==> src/rtl/oam_dma.sv <==
// oam_dma: $4014 sprite DMA; copies CPU page {page,00..FF} into PPU OAMDATA while halting the CPU.
// Latency 513/514 CPU ticks with zero-wait acks; each req is held until its ack, and slow acks stretch a phase by whole ticks.
module oam_dma #(
  parameter logic [2:0] OAMREG = 3'd4,
  parameter int         NBYTES = 256
) (
  input  logic        clk,
  input  logic        reset,
  input  logic        tick,
  input  logic        dmastart,
  input  logic [7:0]  dmapage,
  output logic        halt,
  output logic        busy,
  output logic        done,
  output logic [15:0] rdaddr,
  output logic        rdreq,
  input  logic        rdack,
  input  logic [7:0]  rddata,
  output logic [2:0]  ppuaddr,
  output logic [7:0]  ppuwdata,
  output logic        ppuwr,
  output logic        ppureq,
  input  logic        ppuack
);
  typedef enum logic [2:0] {IDLE, HALT, ALIGN, READ, WRITE} state_t;
  localparam logic [7:0] LAST = 8'(NBYTES - 1);

  state_t     state;
  logic [7:0] idx;
  logic [7:0] page;
  logic [7:0] dbuf;
  logic       odd;
  logic       ackd;
  logic       rd_hs;
  logic       wr_hs;

  // An ack only counts while its own request is up.
  assign rd_hs    = rdreq & rdack;
  assign wr_hs    = ppureq & ppuack;
  assign halt     = (state != IDLE);
  assign busy     = halt;
  assign rdaddr   = {page, idx};
  assign ppuaddr  = OAMREG;
  assign ppuwdata = dbuf;
  assign ppuwr    = ppureq;

  always_ff @(posedge clk or negedge reset) begin
    if (!reset) begin
      state  <= IDLE;
      idx    <= 8'd0;
      page   <= 8'd0;
      dbuf   <= 8'd0;
      odd    <= 1'b0;
      ackd   <= 1'b0;
      rdreq  <= 1'b0;
      ppureq <= 1'b0;
      done   <= 1'b0;
    end else begin
      done <= 1'b0;
      if (tick) odd <= ~odd;
      case (state)
        IDLE: begin
          if (dmastart) begin
            page  <= dmapage;
            idx   <= 8'd0;
            ackd  <= 1'b0;
            state <= HALT;
          end
        end
        HALT: begin
          // odd is the parity before this tick toggles it
          if (tick) begin
            if (odd) begin
              state <= ALIGN;
            end else begin
              state <= READ;
              rdreq <= 1'b1;
            end
          end
        end
        ALIGN: begin
          if (tick) begin
            state <= READ;
            rdreq <= 1'b1;
          end
        end
        READ: begin
          if (rd_hs) begin
            dbuf  <= rddata;
            rdreq <= 1'b0;
          end
          if (tick && (ackd || rd_hs)) begin
            ackd   <= 1'b0;
            state  <= WRITE;
            ppureq <= 1'b1;
          end else if (rd_hs) begin
            ackd <= 1'b1;
          end
        end
        WRITE: begin
          if (wr_hs) ppureq <= 1'b0;
          if (tick && (ackd || wr_hs)) begin
            ackd <= 1'b0;
            idx  <= idx + 8'd1;
            if (idx == LAST) begin
              state <= IDLE;
              done  <= 1'b1;
            end else begin
              state <= READ;
              rdreq <= 1'b1;
            end
          end else if (wr_hs) begin
            ackd <= 1'b1;
          end
        end
        default: state <= IDLE;
      endcase
    end
  end
endmodule

==> config.mk <==
export PLATFORM = sky130hd
export DESIGN_NAME = oam_dma
export DESIGN_NICKNAME = d
export VERILOG_FILES = /design/src/rtl/oam_dma.sv
export SDC_FILE = /design/constraint.sdc
export NUM_CORES = 1
export LEC_CHECK = 0
export BUFFER_PORTS_ARGS = -buffer_cell sky130_fd_sc_hd__buf_2
export CAP_MARGIN = 20
export CELL_PAD_IN_SITES_DETAIL_PLACEMENT = 0
export CELL_PAD_IN_SITES_GLOBAL_PLACEMENT = 1
export CORE_UTILIZATION = 35
export DETAILED_ROUTE_END_ITERATION = 10
export GPL_TIMING_DRIVEN = 0
export PLACE_DENSITY_LB_ADDON = 0.1
export SYNTH_ARGS = -nofsm -noshare
export SYNTH_HDL_FRONTEND = slang
export SYNTH_SLANG_ARGS = --single-unit
==> constraint.sdc <==
create_clock -name clk -period 2.55 [get_ports clk]
set_input_delay 0.6375 -clock clk [delete_from_list [all_inputs] [get_ports clk]]
set_output_delay 0.6375 -clock clk [all_outputs]
set_load 0.005 [all_outputs]
Word-level counts from Yosys, hierarchy flattened

Cells that the tools add are included.

Output and inout bits: 33
Register bits: 32
Logic and storage cells: 76
Input port bits: 22

Reductions and logical operators: 17
$add $sub $neg: 1
Bitwise operators: 3
Eq/ne operators: 16
Muxes and demuxes: 30

Operators with widths:

| operator              | count |
|---|---|
| $ne A2 B2 Y1 const B  | 9 |
| $mux W1               | 17 |
| $mux W8               | 2 |
| $pmux W8 S2           | 1 |
| $mux W3               | 5 |
| $pmux W3 S5           | 1 |
| $add A8 B1 Y8 const B | 1 |
| $eq A8 B8 Y1 const B  | 1 |
| $reduce_and A7 Y1     | 1 |
| $eq A3 B2 Y1 const B  | 2 |
| $ne A3 B3 Y1 const B  | 2 |
| $reduce_and A3 Y1     | 2 |
| $reduce_bool A3 Y1    | 2 |
| $reduce_and A5 Y1     | 1 |
| $pmux W1 S4           | 1 |
| $reduce_and A2 Y1     | 2 |
| $reduce_and A4 Y1     | 1 |
| $reduce_bool A2 Y1    | 2 |
| $reduce_bool A4 Y1    | 1 |
| $eq A3 B1 Y1 const B  | 1 |
| $eq A3 B3 Y1 const B  | 1 |
| $logic_not A3 Y1      | 1 |
| $pmux W1 S3           | 1 |
| $and A1 B1 Y1         | 2 |
| 5 further kinds       | 7 |

Depth between registers and ports, before layout

Word-level depth: 5
Gate-level depth with buffers: 6
Gate-level depth less buffers: 4

Worst setup path after synthesis

OpenSTA, ideal clock, no wires.

Path kind: flip-flop to output port
From: register state[1]
To: output halt
Path slack: 815 ps
Required time: 1913 ps
Path buffers: 2
Arrival time: 1097 ps
Stages on the path, launching flop included: 4
Path through: dfrtp_1 -> clkbuf_1 -> or3_1 -> buf_4

Longest elaborated chain between the ends: 1

Ends and longest elaborated chain:

| what                     | line | source |
|---|---|---|
| start: declaration       | 28   | `state_t state;` |
| start signal: assignment | 49   | `state <= IDLE;` |
| start signal: assignment | 67   | `state <= HALT;` |
| start signal: assignment | 74   | `state <= ALIGN;` |
| $reduce_bool A3 Y1       | 40   | `assign halt = (state != IDLE);` |
| end: declaration         | 12   | `output logic halt,` |

Every way passes these cells.

Worst setup path after layout

Ends and elaborated chain as after synthesis.

==> flow_metrics.env <==
export IMPL_setup_tns_final_ps=0
export IMPL_synth_seq_cells=32
export IMPL_routed_wl_um=3610
export IMPL_syn_area_um2=1540
export IMPL_drv_cap=0
export IMPL_antenna_found_initial=0
export IMPL_finish_utilization=0.478
export IMPL_multiInputGateArea_um2=656
export IMPL_criticalPathCategory="reg -> out"
export IMPL_arrival_ps=1590
export IMPL_viasPerCell=4.82
export IMPL_final_fill_count=419
export IMPL_reg2reg_depth=6
export IMPL_num_rows=23
export IMPL_die_w_um=68.3
export IMPL_seq_area_frac_synth=0.521
export IMPL_gp_congestion=0.778
export IMPL_critPathLaunchType="flop"
export IMPL_power_leakage_nw=0.993
export IMPL_first_pass_iters=4
export IMPL_cts_buffers=5
export IMPL_diodes=0
export IMPL_cts_hold_buf=0
export IMPL_synth_area_leaders="dfrtp_1 (52%), nand2_1 (8.3%), mux2_2 (7.3%), buf_4 (2.9%), o21ai_0 (2.0%)"
export IMPL_cp_end_kind="output pin"
export IMPL_ant_nets=0
export IMPL_synth_top_area_frac=0.521
export IMPL_io_pins=55
export IMPL_synth_cell_types=37
export IMPL_min_period_ps=2230
export IMPL_finalMaxSlewViolations=0
export IMPL_area_delta_synth_final_pct=27.8
export IMPL_dpl_cell_area_um2=1850
export IMPL_p_per_area_nw_per_um2=1030
export IMPL_synth_xor_area_frac=0.0171
export IMPL_crit_required_ps=1910
export IMPL_cts_sinks=32
export IMPL_netlist_instances=154
export IMPL_avgRoutedWirePerCell_um=13.7
export IMPL_core_um2=4120
export IMPL_cts_max_level=2
export IMPL_ctsRootBufferMaster="clkbuf_8"
export IMPL_rsz0062_at_grt="false"
export IMPL_fp_dieArea_um2=4660
export IMPL_max_freq_ghz=0.449
export IMPL_grt_pass1_vias=1191
export IMPL_clockBufferDepth=2
export IMPL_final_common_cell="buf_2"
export IMPL_post_dp_hpwl_um=2620
export IMPL_skew_ps=4.58
export IMPL_muxShareOfSynthArea=0.0732
export IMPL_drive_gt1_frac=0.371
export IMPL_r2r_slack_ps=890
export IMPL_worstHoldPathType="in -> async"
export IMPL_synth_compound_area_frac=0.111
export IMPL_portBuffers=50
export IMPL_synthSimpleGateAreaFrac=0.203
export IMPL_finalHoldViolations=0
export IMPL_reg2reg_to="idx[4]"
export IMPL_finalSetupViolations=0
export IMPL_post_route_drc_count=0
export IMPL_status="completed"
export IMPL_cts_resized_gates=0
export IMPL_slew_headroom=0.510
export IMPL_synth_top_family_by_area="simple AND/OR/NAND/NOR gates"
export IMPL_vias=1268
export IMPL_final_cell_mix="buf_2 (52), nand2_1 (34), dfrtp_1 (32), mux2_2 (10)"
export IMPL_regArea_um2=801
export IMPL_r2r_start="state[0]"
export IMPL_grt_first_pass_wirelength_um=5670
export IMPL_cts_clk_slew_worst_paths_ps=70
export IMPL_path_max_fanout=10
export IMPL_synth_area_per_cell_um2=9.99
export IMPL_holdWs_ps=411
export IMPL_max_slew_worst_pin_slew_ps=735
export IMPL_cts_tree="yes"
export IMPL_post_route_period_util=0.874
export IMPL_ys_warnings_count=0
export IMPL_peakVddDrop_v=0.000395
export IMPL_synth_fa_ha_area_frac=0.0146
export IMPL_synth_edf_count=0
export IMPL_fin_area_um2=1970
export IMPL_grt_max_degree=33
export IMPL_synthFlopType="dfrtp_1"
export IMPL_synth_top_area_cell="dfrtp_1"
export IMPL_cts_setup_buffers=0
export IMPL_synthArstFlopShare=1.00
export IMPL_clkLatencyLatePin_ps=280
export IMPL_final_nets=235
export IMPL_grt_usage=0.173
export IMPL_first_iter_violations=66
export IMPL_dieHeight_um=68.3
export IMPL_start_util=0.374
export IMPL_overflow=0
## stage by stage
stage               setup slack, ps  total power, mW  cells
floorplan                       815             1.27    155
global placement                659             1.54    255
detailed placement              625             1.56    255
CTS                             305             2.06    263
global route                    215             2.21    263
finish                          321             2.03    263
## sequential cells by signal, indices dropped and copies added, names as in the netlist
| name | count |
|---|---|
| ackd | 1 |
| done | 1 |
| idx | 8 |
| odd | 1 |
| page | 8 |
| ppureq | 1 |
| ppuwdata | 8 |
| rdreq | 1 |
| state | 3 |
## power by group
part	internal, mW	switching, mW	total (mW)
registers	0.692	0.105	0.797
clock network	0.289	0.191	0.480
logic	0.383	0.367	0.750
## cells in the mapped netlist (2+ instances only)
cell	n
xor2_1	3
a21oi_1	5
or3_1	2
nor2_1	5
conb_1	2
clkbuf_1	4
nand2_1	34
nor2b_1	3
and2_1	4
buf_2	2
inv_1	4
nand3_1	5
mux2_2	10
buf_4	6
o31ai_1	3
dfrtp_1	32
a2bb2oi_1	2
o21ai_0	6
nand4_1	4
## worst max path at each step
stage | slack [ps] | depth (start not counted) | to | start
floorplan | 820 | 3 | halt | state[1]
global placement | 660 | 4 | halt | state[1]
detailed placement | 620 | 4 | halt | state[1]
CTS | 310 | 4 | halt | state[1]
global route | 210 | 4 | halt | state[1]
finish | 320 | 4 | halt | state[1]
## worst max-delay path: stages (launching register included)
cell      delay, ps
dfrtp_1         410
clkbuf_1        240
or3_1           420
buf_4           140
buf_2           110
## final cells by class
type                    count  area share
clock inverters             3      0.0216
clock buffers               5      0.0350
plain buffers              12      0.0356
repair buffers             50       0.127
inverters                   4     0.00764
well taps                  50      0.0318
flip-flops and latches     32       0.407
multi-input cells         107       0.334
## kinds of logic after synthesis
logic type / after synthesis
buffers and inverters: 16
DFF: 32
xor gates and xnor gates: 3
AOI/OAI and AO/OA: 25
and+or+nand+nor: 64
other: 2
adders and majority gates: 2
muxes: 10
## per-layer routing
metal  vias to the layer above  GRT usage  share of wire  routed length [um]
li1                        639          -              -                   -
met1                       584      0.221           0.47                1710
met2                        40      0.265           0.45                1630
met3                         5     0.0600          0.061                 220
met4                         0     0.0729          0.015                  55
met5                         -          0              0                   0
Note: power is estimated with default switching activity, not from simulation.
